$ cat config.mk
export PLATFORM = sky130hd
export DESIGN_NAME = alu4_sched
export DESIGN_NICKNAME = d
export VERILOG_FILES = /design/src/rtl/alu4_sched_pkg.sv /design/src/rtl/alu4_sched_rr_arbiter.sv /design/src/rtl/alu4_sched.sv
export SDC_FILE = /design/constraint.sdc
export NUM_CORES = 1
export LEC_CHECK = 0
export ABC_AREA = 0
export BUFFER_PORTS_ARGS = -buffer_cell sky130_fd_sc_hd__buf_2
export CAP_MARGIN = 30
export CORE_AREA = 2 2 323 325
export CTS_BUF_LIST = sky130_fd_sc_hd__clkbuf_8
export CTS_CLUSTER_SIZE = 40
export DETAILED_ROUTE_END_ITERATION = 10
export DIE_AREA = 0 0 325 327
export PLACE_DENSITY_LB_ADDON = 0.3
export SLEW_MARGIN = 20
export SYNTH_ARGS = -nofsm -noshare
export SYNTH_HDL_FRONTEND = slang
export SYNTH_HIERARCHICAL = 1
export SYNTH_SLANG_ARGS = --single-unit
export TNS_END_PERCENT = 20
$ cat constraint.sdc
create_clock -name wb_clk_i -period 9.4 [get_ports wb_clk_i]
set_input_delay 1.88 -clock wb_clk_i [delete_from_list [all_inputs] [get_ports wb_clk_i]]
set_output_delay 1.88 -clock wb_clk_i [all_outputs]
set_load 0.03 [all_outputs]
$ cat src/rtl/alu4_sched_pkg.sv
// alu4_sched_pkg -- shared constants, FSM state type and a flag helper for
// the ALU request scheduler.
//
// Contents:
//   LANES, LANE_W, OP_W, DATA_W : ALU geometry (4 lanes x 16 bits, 4-bit op)
//   state_e                     : scheduler FSM state {IDLE, WAIT, RESP}
//   any_flag()                  : OR-reduce the per-lane exception flags
package alu4_sched_pkg;

  localparam int LANES  = 4;
  localparam int LANE_W = 16;
  localparam int OP_W   = 4;
  localparam int DATA_W = LANES * LANE_W;

  typedef enum logic [1:0] {
    IDLE = 2'd0,
    WAIT = 2'd1,
    RESP = 2'd2
  } state_e;

  function automatic logic any_flag(input logic [LANES-1:0] exc,
                                    input logic [LANES-1:0] ovf,
                                    input logic [LANES-1:0] unf);
    return |{exc, ovf, unf};
  endfunction

endpackage

$ cat src/rtl/alu4_sched_rr_arbiter.sv
// rr_arbiter -- purely combinational round-robin arbiter.
//
// Grants the first asserted request found searching upward from ptr_i with
// wrap-around.
//
// Ports:
//   req_i       in  N   request vector
//   ptr_i       in  IW  search start index (highest priority this cycle)
//   grant_o     out N   one-hot grant, all zero when no request
//   grant_idx_o out IW  index of the granted request (0 when none)
module rr_arbiter #(
  parameter  int N  = 4,
  localparam int IW = $clog2(N)
) (
  input  logic [N-1:0]  req_i,
  input  logic [IW-1:0] ptr_i,
  output logic [N-1:0]  grant_o,
  output logic [IW-1:0] grant_idx_o
);

  logic found;
  int   s;

  always_comb begin
    // NOTE: every output and temporary gets a default before the search
    // loop, so no path leaves a value unassigned and no latch is inferred.
    grant_o     = '0;
    grant_idx_o = '0;
    found       = 1'b0;
    s           = 0;
    for (int i = 0; i < N; i++) begin
      s = int'(ptr_i) + i;
      if (s >= N) s = s - N;
      if (!found && req_i[s[IW-1:0]]) begin
        found              = 1'b1;
        grant_o[s[IW-1:0]] = 1'b1;
        grant_idx_o        = s[IW-1:0];
      end
    end
  end

endmodule

$ cat src/rtl/alu4_sched.sv
// alu4_sched -- shares one combinational 4-lane ALU between NUM_REQ
// requesters. A round-robin arbiter picks a requester in IDLE, its operation
// is registered onto the ALU inputs, the result is sampled ALU_LAT cycles
// later and returned through a valid/ready response port.
//
// Parameters: NUM_REQ (2..8) requesters, ALU_LAT (1..15) settle cycles.
// Ports:
//   wb_clk_i, wb_rst_i          clock, asynchronous active-high reset
//   req_valid/req_ready         per-requester request handshake
//   req_op/req_a/req_b          packed per-requester op and operands
//   rsp_valid/rsp_ready         response handshake
//   rsp_id, rsp_result          requester index and sampled ALU result
//   rsp_exc/ovf/unf, rsp_err    sampled per-lane flags and their OR
//   busy                        FSM not in IDLE
//   alu_op/alu_a/alu_b          registered ALU inputs
//   alu_result, alu_exc/ovf/unf ALU outputs
// Optional (macro ALU4_SCHED_STATS_EN): stat_ops, stat_err saturating
// 32-bit counters of response handshakes and erroneous responses.
module alu4_sched
  import alu4_sched_pkg::*;
#(
  parameter  int NUM_REQ = 4,
  parameter  int ALU_LAT = 1,
  localparam int IW      = $clog2(NUM_REQ)
) (
  input  logic                      wb_clk_i,
  input  logic                      wb_rst_i,
  input  logic [NUM_REQ-1:0]        req_valid,
  output logic [NUM_REQ-1:0]        req_ready,
  input  logic [NUM_REQ*OP_W-1:0]   req_op,
  input  logic [NUM_REQ*DATA_W-1:0] req_a,
  input  logic [NUM_REQ*DATA_W-1:0] req_b,
  output logic                      rsp_valid,
  input  logic                      rsp_ready,
  output logic [IW-1:0]             rsp_id,
  output logic [DATA_W-1:0]         rsp_result,
  output logic [LANES-1:0]          rsp_exc,
  output logic [LANES-1:0]          rsp_ovf,
  output logic [LANES-1:0]          rsp_unf,
  output logic                      rsp_err,
  output logic                      busy,
  output logic [OP_W-1:0]           alu_op,
  output logic [DATA_W-1:0]         alu_a,
  output logic [DATA_W-1:0]         alu_b,
  input  logic [DATA_W-1:0]         alu_result,
  input  logic [LANES-1:0]          alu_exc,
  input  logic [LANES-1:0]          alu_ovf,
  input  logic [LANES-1:0]          alu_unf
`ifdef ALU4_SCHED_STATS_EN
  ,
  output logic [31:0]               stat_ops,
  output logic [31:0]               stat_err
`endif
);

  localparam int CW = 4;

  state_e              state_q, state_d;
  logic [IW-1:0]       rr_ptr_q;
  logic [CW-1:0]       cnt_q;
  logic [NUM_REQ-1:0]  grant;
  logic [IW-1:0]       grant_idx;
  logic                handshake;

  logic                rsp_valid_q;
  logic [IW-1:0]       rsp_id_q;
  logic [DATA_W-1:0]   rsp_result_q;
  logic [LANES-1:0]    rsp_exc_q, rsp_ovf_q, rsp_unf_q;
  logic [OP_W-1:0]     alu_op_q;
  logic [DATA_W-1:0]   alu_a_q, alu_b_q;

  rr_arbiter #(.N(NUM_REQ)) u_arb (
    .req_i       (req_valid),
    .ptr_i       (rr_ptr_q),
    .grant_o     (grant),
    .grant_idx_o (grant_idx)
  );

  // The arbiter only grants valid requesters, so any ready bit seen with its
  // valid is the accepted request.
  assign handshake = |(req_valid & req_ready);

  // State register
  always_ff @(posedge wb_clk_i or posedge wb_rst_i) begin
    // NOTE: clocked state uses non-blocking assignments so every register
    // samples pre-edge values regardless of process evaluation order.
    if (wb_rst_i) state_q <= IDLE;
    else          state_q <= state_d;
  end

  // Next-state logic
  always_comb begin
    state_d = state_q;
    unique case (state_q)
      IDLE:    if (handshake)         state_d = WAIT;
      WAIT:    if (cnt_q == CW'(1))   state_d = RESP;
      RESP:    if (rsp_ready)         state_d = IDLE;
      default:                        state_d = IDLE;
    endcase
  end

  // Output decode: grants are offered only while idle.
  always_comb begin
    req_ready = '0;
    busy      = 1'b1;
    if (state_q == IDLE) begin
      req_ready = grant;
      busy      = 1'b0;
    end
  end

  // Datapath: operand capture, latency count, result sampling.
  always_ff @(posedge wb_clk_i or posedge wb_rst_i) begin
    if (wb_rst_i) begin
      rr_ptr_q     <= '0;
      cnt_q        <= '0;
      rsp_valid_q  <= 1'b0;
      rsp_id_q     <= '0;
      rsp_result_q <= '0;
      rsp_exc_q    <= '0;
      rsp_ovf_q    <= '0;
      rsp_unf_q    <= '0;
      alu_op_q     <= '0;
      alu_a_q      <= '0;
      alu_b_q      <= '0;
    end else begin
      unique case (state_q)
        IDLE: if (handshake) begin
          alu_op_q <= req_op[grant_idx*OP_W +: OP_W];
          alu_a_q  <= req_a[grant_idx*DATA_W +: DATA_W];
          alu_b_q  <= req_b[grant_idx*DATA_W +: DATA_W];
          rsp_id_q <= grant_idx;
          rr_ptr_q <= (grant_idx == IW'(NUM_REQ-1)) ? '0 : grant_idx + 1'b1;
          cnt_q    <= CW'(ALU_LAT);
        end
        WAIT: begin
          cnt_q <= cnt_q - 1'b1;
          if (cnt_q == CW'(1)) begin
            rsp_result_q <= alu_result;
            rsp_exc_q    <= alu_exc;
            rsp_ovf_q    <= alu_ovf;
            rsp_unf_q    <= alu_unf;
            rsp_valid_q  <= 1'b1;
          end
        end
        RESP: if (rsp_ready) rsp_valid_q <= 1'b0;
        default: ;
      endcase
    end
  end

  assign rsp_valid  = rsp_valid_q;
  assign rsp_id     = rsp_id_q;
  assign rsp_result = rsp_result_q;
  assign rsp_exc    = rsp_exc_q;
  assign rsp_ovf    = rsp_ovf_q;
  assign rsp_unf    = rsp_unf_q;
  assign rsp_err    = any_flag(rsp_exc_q, rsp_ovf_q, rsp_unf_q);
  assign alu_op     = alu_op_q;
  assign alu_a      = alu_a_q;
  assign alu_b      = alu_b_q;

`ifdef ALU4_SCHED_STATS_EN
  logic        rsp_hs;
  logic [31:0] stat_ops_q, stat_err_q;

  assign rsp_hs = rsp_valid_q & rsp_ready;

  // Saturating counters: they stick at all-ones rather than wrap.
  always_ff @(posedge wb_clk_i or posedge wb_rst_i) begin
    if (wb_rst_i) begin
      stat_ops_q <= '0;
      stat_err_q <= '0;
    end else if (rsp_hs) begin
      if (stat_ops_q != '1)            stat_ops_q <= stat_ops_q + 1'b1;
      if (rsp_err && stat_err_q != '1) stat_err_q <= stat_err_q + 1'b1;
    end
  end

  assign stat_ops = stat_ops_q;
  assign stat_err = stat_err_q;
`else
  // Statistics counters are not built.
`endif

endmodule

# ---- Word-level counts from Yosys, hierarchy flattened
# Index checks and enable logic that the tools add are counted.
dict set report op_classes {
  add_sub_neg 9
  bitwise_logic 4
  n_eq_ne 7
  shift 3
  mux 43
  n_lt_le_gt_ge 12
  reduce_logical 20
}
# op count
set op_table {}
lappend op_table {{$shiftx A256 B9 Y64} 2}
lappend op_table {{$mux W2} 12}
lappend op_table {{$mux W4} 6}
lappend op_table {{$shiftx A16 B5 Y4} 1}
lappend op_table {{$mux W1} 14}
lappend op_table {{$lt A2 B3 Y1 const B} 4}
lappend op_table {{$or A4 B4 Y4} 3}
lappend op_table {{$reduce_or A12 Y1} 1}
lappend op_table {{$ge A3 B3 Y1 const B} 3}
lappend op_table {{$bmux W1 S2} 4}
lappend op_table {{$demux W1 S2} 4}
lappend op_table {{$ge A2 B1 Y1 const B} 4}
lappend op_table {{$pmux W4 S2} 1}
lappend op_table {{$sub A2 B1 Y2 const B} 4}
lappend op_table {{$logic_and A1 B1 Y1} 7}
lappend op_table {{$add A2 B2 Y3 const B} 2}
lappend op_table {{$ne A2 B2 Y1 const B} 3}
lappend op_table {{$pmux W2 S3} 1}
lappend op_table {{$reduce_and A2 Y1} 3}
lappend op_table {{$reduce_and A3 Y1} 2}
lappend op_table {{$and A4 B4 Y4} 1}
lappend op_table {{$eq A2 B2 Y1 const B} 2}
lappend op_table {{$eq A4 B1 Y1 const B} 1}
lappend op_table {{$reduce_bool A2 Y1} 2}
lappend op_table {{9 further kinds} 11}
dict set report totals {
  regBits 219
  word_cells 110
  output_inout_bits 217
  inputBits 611
}

# ---- Depth between registers and ports, before layout
dict set report logic_depth {
  depth_word 19
  mapped_depth 13
  ltp_nobuf 9
}

# ---- Hierarchy
# Netlist, hierarchy kept.
# mod area_per_inst_um2 cells_each seq_area_each_um2 n_inst
set by_module_without_submodules {}
lappend by_module_without_submodules {alu4_sched 11539.8 659 5480.3 1}
lappend by_module_without_submodules {rr_arbiter 404.1 48 0.0 1}

# ---- Worst setup path before layout
# No wires, ideal clock.
dict set report synth_path {
  path_type {input -> output}
  from {input req_valid[2]}
  to {output req_ready[1]}
  required_time_ps 7520
  arrival_ps 3296
  stages 5
  slack_ps 4224
  path_buffers 0
  path_cell_list {mux4_2 -> nor4b_4 -> a22oi_1 -> o21ai_0 -> and2_1}
}
dict set report synth_via {
  elab_chain_len 13
  word_cells_on_any_way 25
  cone_classes {mux: 16; bitwise: 3; reduce/logical: 6}
}
# item line
set synth_rtl {}
lappend synth_rtl {{from (decl)} alu4_sched.sv:28} ;# input logic [NUM_REQ-1:0] req_valid,
lappend synth_rtl {{$bmux W1 S2} alu4_sched_rr_arbiter.sv:34} ;# if (!found && req_i[s[IW-1:0]]) begin
lappend synth_rtl {{$mux W1 (not written as such)} alu4_sched_rr_arbiter.sv:34}
lappend synth_rtl {{$mux W1} alu4_sched_rr_arbiter.sv:34}
lappend synth_rtl {{$logic_not A1 Y1} alu4_sched_rr_arbiter.sv:34}
lappend synth_rtl {{$logic_and A1 B1 Y1} alu4_sched_rr_arbiter.sv:34}
lappend synth_rtl {{$mux W1} alu4_sched_rr_arbiter.sv:34}
lappend synth_rtl {{$logic_not A1 Y1} alu4_sched_rr_arbiter.sv:34}
lappend synth_rtl {{$logic_and A1 B1 Y1} alu4_sched_rr_arbiter.sv:34}
lappend synth_rtl {{$mux W1} alu4_sched_rr_arbiter.sv:34}
lappend synth_rtl {{$logic_not A1 Y1} alu4_sched_rr_arbiter.sv:34}
lappend synth_rtl {{$logic_and A1 B1 Y1} alu4_sched_rr_arbiter.sv:34}
lappend synth_rtl {{$mux W4 *} alu4_sched_rr_arbiter.sv:34}
lappend synth_rtl {{via grant[1]} alu4_sched.sv:61} ;# logic [NUM_REQ-1:0] grant;
lappend synth_rtl {{$mux W4 *} alu4_sched.sv:106} ;# if (state_q == IDLE) begin
lappend synth_rtl {{to (decl)} alu4_sched.sv:29} ;# output logic [NUM_REQ-1:0] req_ready,
# Mark *: on every way through the listed nets, which the timed path passes. The rest lies on a longest branch. The select of a mux whose other input is x is not followed.

# ---- Worst setup path after layout
# Ends and elaborated chain as after synthesis.

==> impl_metrics.tcl <==
set metrics [dict create \
    power.internal_w 0.00432 \
    grt_pass1_vias 11600 \
    async_reset_ff_frac 1.00 \
    cp-start-kind "primary input" \
    p_seq_frac 0.223 \
    io_buffers 827 \
    dp_hpwl_mm 44.0 \
    dp_cells 2868 \
    ir_worst_vdd_v 0.000341 \
    synth_common_cells "dfrtp_1, mux2_2, mux4_2" \
    setup_violations 0 \
    gp_congestion 0.985 \
    clock.fmax_ghz 0.176 \
    power.density_nw_per_um2 423 \
    fillers 11400 \
    switchingPower_w 0.00352 \
    layout.cells.non_filler 2956 \
    rsz0062_at_grt "no" \
    vias 10300 \
    numCtsBuffers 46 \
    worst_slew_pin_slew_ps 955 \
    r2r_slack_ps 4510 \
    clock_latency_ps 650 \
    yosysWarnings 6 \
    min_path_type "flip-flop to flip-flop" \
    syn_inst 707 \
    routed_wl_mm 53.9 \
    rr_endpoint "alu_op[0]" \
    hold_path_depth 1 \
    rr_worst_depth 11 \
    period_minus_slack_ps 5680 \
    arrival_ps 3800 \
    outcome "completed" \
    grt_pass1_wl_mm 77.5 \
    postPlaceCellArea_sq_um 17600 \
    cp_max_fo 9 \
    gr-total-overflow 0 \
    synth.top_cell.area_share 0.459 \
    rows 118 \
    switching_share 0.449 \
    synth_fp_nets 1326 \
    start_util 0.116 \
    clock-sinks 219 \
    cts_setup_buffers 0 \
    dieArea_sq_um 106000 \
    path_cells "buf_2 > mux4_2 > nor2b_1 > a22oi_1 > o21ai_0 > and2_1 > buf_2" \
    ant_nets 0 \
    coreArea_sq_um 103000 \
    pin_count 828 \
    ys_seq_elements 219 \
    cts_root_buf "clkbuf_8" \
    path_common_cell "buf_2" \
    htree_num_levels 2 \
    cp-end-kind "primary output" \
    cts.repair.resized 0 \
    totalPowerFinal_w 0.00784 \
    grt_usage 0.0981 \
    crit_slowest_cell "mux4_2" \
    yosysMostFrequentCell "dfrtp_1" \
    areaGrowthSynthToFinish_pct 55.2 \
    drc 0 \
    fin_area_sq_um 18500 \
    skew_ps 18.7 \
    hold_violations 0 \
    synth_area_leaders "dfrtp_1, mux4_2, mux2_2" \
    die_w_um 325 \
    crit_type "primary input to primary output" \
    setup_tns_ps 0 \
    drive_gt1_frac 0.802 \
    cts_hold_buf 0 \
    hold_path_startpoint "rsp_result[31]" \
    synth_area_leader_cell "dfrtp_1" \
    syn_area_sq_um 11900 \
    final_nets 2155 \
    p_leak_nw 8.43 \
    antenna_found_initial 20 \
    cts.path.max_buffers 3 \
    firstDrtPassIters 5 \
    comb_power_share 0.648 \
    chipHeight_um 327 \
    ys_seq_area_frac 0.459 \
    synth_edf_count 0 \
    syn_area_per_cell_sq_um 16.9 \
    clkTransAtPathRegs_ps 50 \
    drv_slew 0 \
    routedWlPerCell_um 18.2 \
    via_per_inst 3.48 \
    synthFlopType "dfrtp_1" \
    required_ps 7520 \
    cap_violations 0 \
    cts_tree "yes" \
    ys_types 36 \
    timing.rr.start "rr_ptr_q[0]" \
    hold_end "rsp_result[31]" \
    max_stage_delay_ps 600 \
    timing.final.crit_share 0.605 \
    drtIter0Drc 399 \
    grt_max_degree 112 \
    clkPwrFrac 0.130 \
    slew_headroom 0.363 \
]
[cell usage in the layout, fill, tap and decap left out, types with 2 or more instances in the layout]
master       n
a22oi_1     10
inv_8        2
ha_1         8
buf_12       3
nor2b_1      3
clkbuf_8    56
nand2b_1     2
mux2_4      20
o21ai_0      7
nor4_1       3
mux2i_1      2
nand2_1      2
clkinv_2     6
buf_2      827
inv_1       25
o2bb2ai_1    3
diode_2      7
nor2_1       8
nand3_1      2
and2_1       4
buf_4        7
a21oi_1      4
mux2_2     192
dfrtp_1    219
mux4_2     136
[worst max-delay path: cells and delay by family]
kind | cells | cell delay, ps
buffers and inverters | 2 | 330
AND/OR/NAND/NOR | 2 | 550
AO/OA/AOI/OAI | 2 | 450
multiplexers | 1 | 600
[kinds of logic after synthesis]
logic type,count (synthesis),synth area share
compound gates,33,0.0189
fa+ha+maj,8,0.00838
buf+inv,66,0.0336
flops,219,0.459
mux,350,0.464
simple gates,31,0.0160
[power groups by stage]
stage | registers, W | logic [W] | clock network, W
after floorplan | 0.00265 | 0.00293 | 0
after global placement | 0.00175 | 0.00512 | 0
after detailed placement | 0.00176 | 0.00516 | 0
after CTS | 0.00175 | 0.00518 | 0.00110
after global routing | 0.00182 | 0.00542 | 0.00114
final | 0.00175 | 0.00508 | 0.00102
[layer usage]
metal | GRT usage | wire (um) | vias up
met5 | 0 | 62 | -
met4 | 0.0408 | 1890 | 10
met3 | 0.0334 | 4470 | 96
met2 | 0.175 | 27600 | 550
met1 | 0.106 | 19800 | 5166
li1 | - | - | 4478
[how the worst max path moves through the flow]
stage	start	to	slack (ps)	cells after the start
after floorplan	wb_rst_i	alu_a[0]	1530	1
after global placement	req_valid[3]	alu_a[33]	3770	10
after detailed placement	req_valid[3]	alu_op[0]	3640	10
after CTS	req_valid[3]	req_ready[0]	3720	7
after global routing	req_valid[3]	req_ready[2]	3600	7
final	req_valid[2]	req_ready[1]	3720	7
[final cells by class]
type	instances	area (sq um)	area share
Multi-Input combinational cell	422	6110	0.330
Sequential cell	219	5480	0.296
Timing Repair Buffer	837	4250	0.229
Tap cell	1380	1730	0.0932
Clock buffer	56	771	0.0416
Clock inverter	25	134	0.00722
Inverter	10	45.0	0.00243
Antenna cell	7	17.5	0.000945
[per-stage QoR]
step / hold slack (ps) / util / worst slack (ps)
6_report: 496 / 0.180 / 3720
5_1_grt: 507 / 0.180 / 3600
4_1_cts: 500 / 0.180 / 3720
3_5_place_dp: 488 / 0.171 / 3640
3_3_place_gp: 483 / 0.171 / 3770
2_1_floorplan: 479 / - / 1530
[flip-flops by register name, summed over array words and instances (netlist names)]
signal      cells
cnt_q           4
alu_op          4
rr_ptr_q        2
rsp_id          2
state_q         2
rsp_unf         4
alu_a          64
rsp_ovf         4
alu_b          64
rsp_result     64
rsp_exc         4
rsp_valid       1
No activity file was read; power rests on OpenSTA's default activity.
